## src/rtl/onetofourdemux6bit.sv

```systemverilog
// ---------------------------------------------------------------------------
// onetofourdemux6bit
//   Registered 1-to-4 demultiplexer for WIDTH-bit data. One word per cycle is
//   accepted on a valid/ready input and steered into one of four single-word
//   channel holding registers. Each channel has its own valid/ready handshake
//   toward its consumer. Steering is either manual (DemuxOpt) or round-robin
//   (autoMode, pointer rrPtr).
//
// Ports
//   clk           rising-edge clock
//   rst           asynchronous, active-high reset
//   demuxIn       input data word
//   demuxInValid  input word present
//   demuxInReady  block can take the word this cycle (combinational)
//   DemuxOpt      manual target: 0->ch1, 1->ch2, 2->ch3, 3->ch4
//   autoMode      1 = steer by rrPtr, 0 = steer by DemuxOpt
//   demuxOut1..4  channel holding registers
//   outValid      bit n-1 set = channel n holds an undelivered word
//   outReady      bit n-1 set = channel n consumer takes its word this cycle
//   rrPtr         next round-robin target
//   wordCount     accepted words, modulo 2^CNT_W
// ---------------------------------------------------------------------------
module onetofourdemux6bit #(
    parameter int WIDTH = 6,
    parameter int CNT_W = 8
) (
    input  logic             clk,
    input  logic             rst,
    input  logic [WIDTH-1:0] demuxIn,
    input  logic             demuxInValid,
    output logic             demuxInReady,
    input  logic [1:0]       DemuxOpt,
    input  logic             autoMode,
    output logic [WIDTH-1:0] demuxOut1,
    output logic [WIDTH-1:0] demuxOut2,
    output logic [WIDTH-1:0] demuxOut3,
    output logic [WIDTH-1:0] demuxOut4,
    output logic [3:0]       outValid,
    input  logic [3:0]       outReady,
    output logic [1:0]       rrPtr,
    output logic [CNT_W-1:0] wordCount
);

    // Modulo increments: both counters wrap naturally at their width.
    function automatic logic [CNT_W-1:0] cnt_inc(input logic [CNT_W-1:0] c);
        return c + 1'b1;
    endfunction

    function automatic logic [1:0] ptr_inc(input logic [1:0] p);
        return p + 2'd1;
    endfunction

    logic [1:0]       target;
    logic             accept;
    logic [3:0]       load_sel;
    logic [WIDTH-1:0] chan_p1 [4];
    logic [3:0]       vld_p1;
    logic [1:0]       rr_p1;
    logic [CNT_W-1:0] cnt_p1;

    // Input stage: target selection and handshake. Ready looks only at the
    // target channel, so a full channel that drains this cycle can be
    // refilled in the same cycle, and round-robin never skips a busy channel.
    always_comb begin
        target       = autoMode ? rr_p1 : DemuxOpt;
        demuxInReady = ~vld_p1[target] | outReady[target];
        accept       = demuxInValid & demuxInReady;
        load_sel     = accept ? (4'b0001 << target) : 4'b0000;
    end

    // Channel register stage: a reload takes priority over a drain on the
    // same channel, so a word is never lost when both happen together.
    always_ff @(posedge clk or posedge rst) begin
        if (rst) begin
            vld_p1 <= 4'b0000;
            for (int n = 0; n < 4; n++) begin
                chan_p1[n] <= '0;
            end
        end else begin
            for (int n = 0; n < 4; n++) begin
                if (load_sel[n]) begin
                    chan_p1[n] <= demuxIn;
                    vld_p1[n]  <= 1'b1;
                end else if (outReady[n]) begin
                    vld_p1[n]  <= 1'b0;
                end
            end
        end
    end

    always_ff @(posedge clk or posedge rst) begin
        if (rst) begin
            rr_p1  <= 2'd0;
            cnt_p1 <= '0;
        end else if (accept) begin
            cnt_p1 <= cnt_inc(cnt_p1);
            // Pointer only advances on auto-mode accepts; it is kept across
            // manual periods so round-robin resumes where it left off.
            if (autoMode) begin
                rr_p1 <= ptr_inc(rr_p1);
            end
        end
    end

    assign demuxOut1 = chan_p1[0];
    assign demuxOut2 = chan_p1[1];
    assign demuxOut3 = chan_p1[2];
    assign demuxOut4 = chan_p1[3];
    assign outValid  = vld_p1;
    assign rrPtr     = rr_p1;
    assign wordCount = cnt_p1;

endmodule

```

## config.mk

```make
export PLATFORM = sky130hd
export DESIGN_NAME = onetofourdemux6bit
export DESIGN_NICKNAME = d
export VERILOG_FILES = /design/src/rtl/onetofourdemux6bit.sv
export SDC_FILE = /design/constraint.sdc
export NUM_CORES = 1
export LEC_CHECK = 0
export BUFFER_PORTS_ARGS = -buffer_cell sky130_fd_sc_hd__buf_4
export CAP_MARGIN = 10
export CORE_ASPECT_RATIO = 1.75
export CORE_MARGIN = 2
export CORE_UTILIZATION = 44
export CTS_BUF_LIST = sky130_fd_sc_hd__clkbuf_16
export CTS_CLUSTER_SIZE = 28
export DETAILED_ROUTE_END_ITERATION = 12
export GPL_ROUTABILITY_DRIVEN = 1
export GPL_TIMING_DRIVEN = 0
export PLACE_DENSITY = 0.74
export RECOVER_POWER = 100
export SYNTH_ARGS = -nofsm -noshare
export SYNTH_HDL_FRONTEND = slang
export SYNTH_SLANG_ARGS = --single-unit
```

## constraint.sdc

```tcl
create_clock -name clk -period 2.1 [get_ports clk]
set_input_delay 0.63 -clock clk [delete_from_list [all_inputs] [get_ports clk]]
set_output_delay 0.63 -clock clk [all_outputs]
set_load 0.02 [all_outputs]
```

# Word level (Yosys, flattened, before mapping)
# Index checks and enable logic that the tools add are counted.
[totals] in_bits=16 output_inout_bits=39 regBits=38
[op_classes] mux=14 n_shift=1 add_sub_neg=2 magnitude_cmp=1 n_bitwise=3 reduce_logical=5
[ops] op="$mux W1" n=10
[ops] op="$add A8 B1 Y8 const B" n=1
[ops] op="$reduce_bool A2 Y1" n=4
[ops] op="$bmux W1 S2" n=2
[ops] op="$mux W4" n=1
[ops] op="$shl A1 B2 Y4 const A" n=1
[ops] op="$lt A2 B3 Y1 const B" n=1
[ops] op="$add A2 B1 Y2 const B" n=1
[ops] op="$mux W2" n=1
[ops] op="$reduce_and A2 Y1" n=1
[ops] op="$and A1 B1 Y1" n=1
[ops] op="$not A1 Y1" n=1
[ops] op="$or A1 B1 Y1" n=1

# Logic depth before layout (Yosys ltp)
[depth] ltp_word=8 mapped_depth=5 depth_no_buf=5

# Worst setup path before layout
# No wires, ideal clock.
[synth_path] kind="in2out" startpoint="input port autoMode" endpoint="output port demuxInReady" t_required_ps=1470 n_path_buf=0 stages=4 arrival_time_ps=1717 slack_ps=-247 cell_sequence="mux2i_2 > mux2_4 > mux2i_4 > inv_1"
[synth_via] elab_chain_cells=5 elab_cells_between_ends=7 classes_between="mux (5); bitwise (2)"
[synth_lines] element="from (decl)" line="33" text="input logic autoMode,"
[synth_lines] element="$mux W2 (*)" line="65" text="target = autoMode ? rr_p1 : DemuxOpt;"
[synth_lines] element="$bmux W1 S2" line="66" text="demuxInReady = ~vld_p1[target] | outReady[target];"
[synth_lines] element="$mux W1 (implied by the code)" line="66"
[synth_lines] element="$not A1 Y1" line="66"
[synth_lines] element="$or A1 B1 Y1 (*)" line="66"
[synth_lines] element="to (decl)" line="31" text="output logic demuxInReady,"
# Every way passes the cells marked *; elsewhere a longest branch is shown, timed or not. The select of a mux whose other input is x is not followed.

# Final worst setup path
# Same ends and word-level chain as after synthesis.

==> summary.md <==
| Metric | Value |
|---|---|
| Final wirelength | between 3000 and 4000 microns |
| Later-pin clock latency in the skew report | between 0.2 and 0.3 ns |
| Fin nets | 190 |
| Via density | about 5.1 |
| HPWL after detailed placement | ~2700 microns |
| Grt ovf | 0 |
| Max_cap viols | 0 |
| PnR worst setup slack | -0.196 ns |
| Most frequent cells in the layout | buf_4, dfrtp_1, mux2_2 |
| CP max-delay cell | mux2_4 |
| Core Rows | 28 |
| CTS root buffer | clkbuf_16 |
| Seq cells post-synth | 38 |
| Synthesized Nets | 125 |
| Crit start category | input pin |
| Router iterations before antenna repair | 4 |
| Logic pwr share | between 40% and 50% |
| Most common cell on crit path | mux2i_4 |
| Avg Cell Area, Syn | 14.7 sq um |
| Post-route DRC | 0 |
| Crit path max fanout | 3 |
| DR WL met2 | about 2000 microns |
| Worst-path clk slew | around 0.060 ns |
| Largest net degree at the start of global routing | 27 |
| Hold Crit Class | input pin to async pin |
| Fmax | around 440 MHz |
| Layout Skew | roughly 0.0064 ns |
| WP data arrival | approximately 1.7 ns |
| WL met3 | ~180 microns |
| Iter 0 DRT Violations | 17 |
| Violations in the final reports | negative setup slack |
| Hold_buf cts | 0 |
| Crit-path cells | buf_8 -> mux2i_4 -> mux2_4 -> mux2i_4 -> inv_2 -> buf_6 |
| Number of I/O pins | 55 |
| Crit path capture type | output port |
| Slowest stage delay, CP | about 0.34 ns |
| CTS buffer count | 5 |
| Dpl cell area | slightly above 2000 sq um |
| Slew Limit Fails | 0 |
| Post-synth EDFFs | 0 |
| RSZ-0062 raised after global routing | yes |
| Final Cycle Share | 109% |
| VDD IR max | 0.968 mV |
| Clock buffer depth | 2 |
| Yosys synthesis warning count | 0 |
| Starting Density | 46.2% |
| DR top layer | met4 |
| Synth unique cells | 23 |
| Leakage | 1.05 nW |
| Share of cells above drive strength 1 | about 51% |
| Critical path class | input pin to output port |
| Wire length on met1 | 1280 microns |
| Primary FF master, synth | dfrtp_1 |
| Pint | ~2.2 mW |
| Die Span Y | 83.5 microns |
| Final setup violation count | 1 |
| Ant. Diodes | 0 |
| Tot GR Track Use | around a fifth |
| Routability cong. | 0.679 |
| Post-route minimum period | between 2 and 2.5 ns |
| NetSw | 1.35 mW |
| Area growth syn-to-layout | 38.6% |
| Measured slew at the worst slew-check pin | roughly 0.63 ns |
| Switching part of the total | between 30% and 40% |
| P per Cell Area | 1630 nW/um^2 |
| Post-synth ARST share | 100% |
| DRT antenna net count | 0 |
| Cell Area, Synth | 1590 sq um |
| Core box area | about 3400 sq um |
| Vias in the first global route | roughly 1,200 |
| Clock Power Share | ~20% |
| Fin util | approximately 64% |
| Final instance area | ~2200 sq um |
| Wire per inst | roughly 16 microns |
| Die ar. | 4120 sq um |
| Port buffer count | 53 |
| Status | finished, violations left |
| H-tree Lvls | 2 |
| Mapped Cells | between 100 and 150 |
| Die X | around 49 microns |
| Vias | about 1,100 |
| CTS tree | yes |
| Clock Sinks | 38 |
| Initial antenna violation count | 0 |
| WP data required | 1.47 ns |
| Final Hold Vio Count | 0 |
| Seq/Total Area, Yosys | between 50% and 60% |
| Commonest non-fill, non-tap cell in the layout | buf_4 |
| First-pass GRT wire length | roughly 5900 microns |
| Relative slew slack | about 58% |
| Flop pwr share | between 30% and 40% |
==> timing repair <==
action / CTS / global route
endpoints found under the setup margin: 1 / 4
buffers inserted: 4 / 1
endpoints found under the hold margin: 0 / 0
gates resized for setup: 3 / 0
==> critical path, delay by kind of cell <==
kind | cells | cell delay (ns)
buffers and inverters | 3 | 0.26
multiplexers | 3 | 0.77
==> metrics by stage <==
step                      power, mW  TNS, ns  cells  hold WS, ns  setup WS (ns)
final                          3.58   -0.196    219        0.375         -0.196
after global routing           3.78   -0.241    219        0.427         -0.241
after CTS                      3.72   -0.202    219        0.436         -0.202
after detailed placement       2.96    -3.67    207        0.471         -0.491
after global placement         2.88    -1.33    206        0.458         -0.441
after floorplan                2.22   -0.134    108        0.578         -0.134
==> metal layers <==
metal  up-vias  GRT usage, %
met4         0          9.34
met3         9          4.30
li1        510             -
met1       567          21.0
met2        41          33.0
met5         -             0
==> power groups by stage <==
stage               Sequential, mW  Clock (mW)  Combinational (mW)
floorplan                     1.71           0               0.514
global placement              1.30           0                1.58
detailed placement            1.32           0                1.64
CTS                           1.32       0.733                1.67
global route                  1.36       0.762                1.66
finish                        1.31       0.714                1.56
==> synth_stat cells, types with 2 or more instances <==
cell type / n / area, sq um
mux2i_2: 2 / 27.5
inv_1: 2 / 7.51
mux2_2: 24 / 270
nor3_1: 2 / 10.0
nand3_1: 2 / 10.0
nor4b_2: 2 / 30.0
nand4_1: 3 / 18.8
nand2b_1: 4 / 25.0
dfrtp_1: 38 / 951
nand2_1: 7 / 26.3
mux2_4: 3 / 45.0
nand4b_1: 2 / 17.5
xor2_1: 7 / 61.3
==> path summary, 6_finish.rpt <==
| path | startpoint | endpoint | slack, ns | cells after the start |
|---|---|---|---|---|
| worst max-delay path | autoMode | demuxInReady | -0.20 | 6 |
| worst min-delay path | rst | wordCount[1] | 0.38 | 2 |
| worst max register to register | rrPtr[1] | demuxOut4[0] | 0.17 | 5 |
| worst min register to register | wordCount[7] | wordCount[7] | 0.48 | 1 |
| max in group asynchronous | rst | demuxOut3[5] | 0.73 | 3 |
| min in group clk | wordCount[7] | wordCount[7] | 0.48 | 1 |
==> registers in the layout, summed over array words and instances, names as in the netlist <==
signal	count
wordCount	8
rrPtr	2
demuxOut4	6
demuxOut2	6
demuxOut1	6
outValid	4
demuxOut3	6
==> cell families (layout without fill, tap and decap cells) <==
| family | count (synthesis) | in the layout | synth area share [%] |
|---|---|---|---|
| DFF | 38 | 38 | 59.9 |
| muxes | 30 | 30 | 23.0 |
| and+or+nand+nor | 26 | 26 | 10.6 |
| xor gates and xnor gates | 8 | 8 | 4.41 |
| buffers and inverters | 4 | 70 | 0.945 |
| adders and majority gates | 1 | 1 | 0.788 |
| AOI/OAI and AO/OA | 1 | 1 | 0.315 |
==> area by class of cell <==
| class | instances | area (sq um) |
|---|---|---|
| timing repair buffer | 59 | 410 |
| buffer | 1 | 3.75 |
| tap | 45 | 56.3 |
| clock buffer | 5 | 125 |
| multi-input combinational | 66 | 631 |
| sequential | 38 | 951 |
| fill | 295 | 1230 |
| inverter | 2 | 7.51 |
| clock inverter | 3 | 16.3 |
Power figures use the tool's default switching activity.
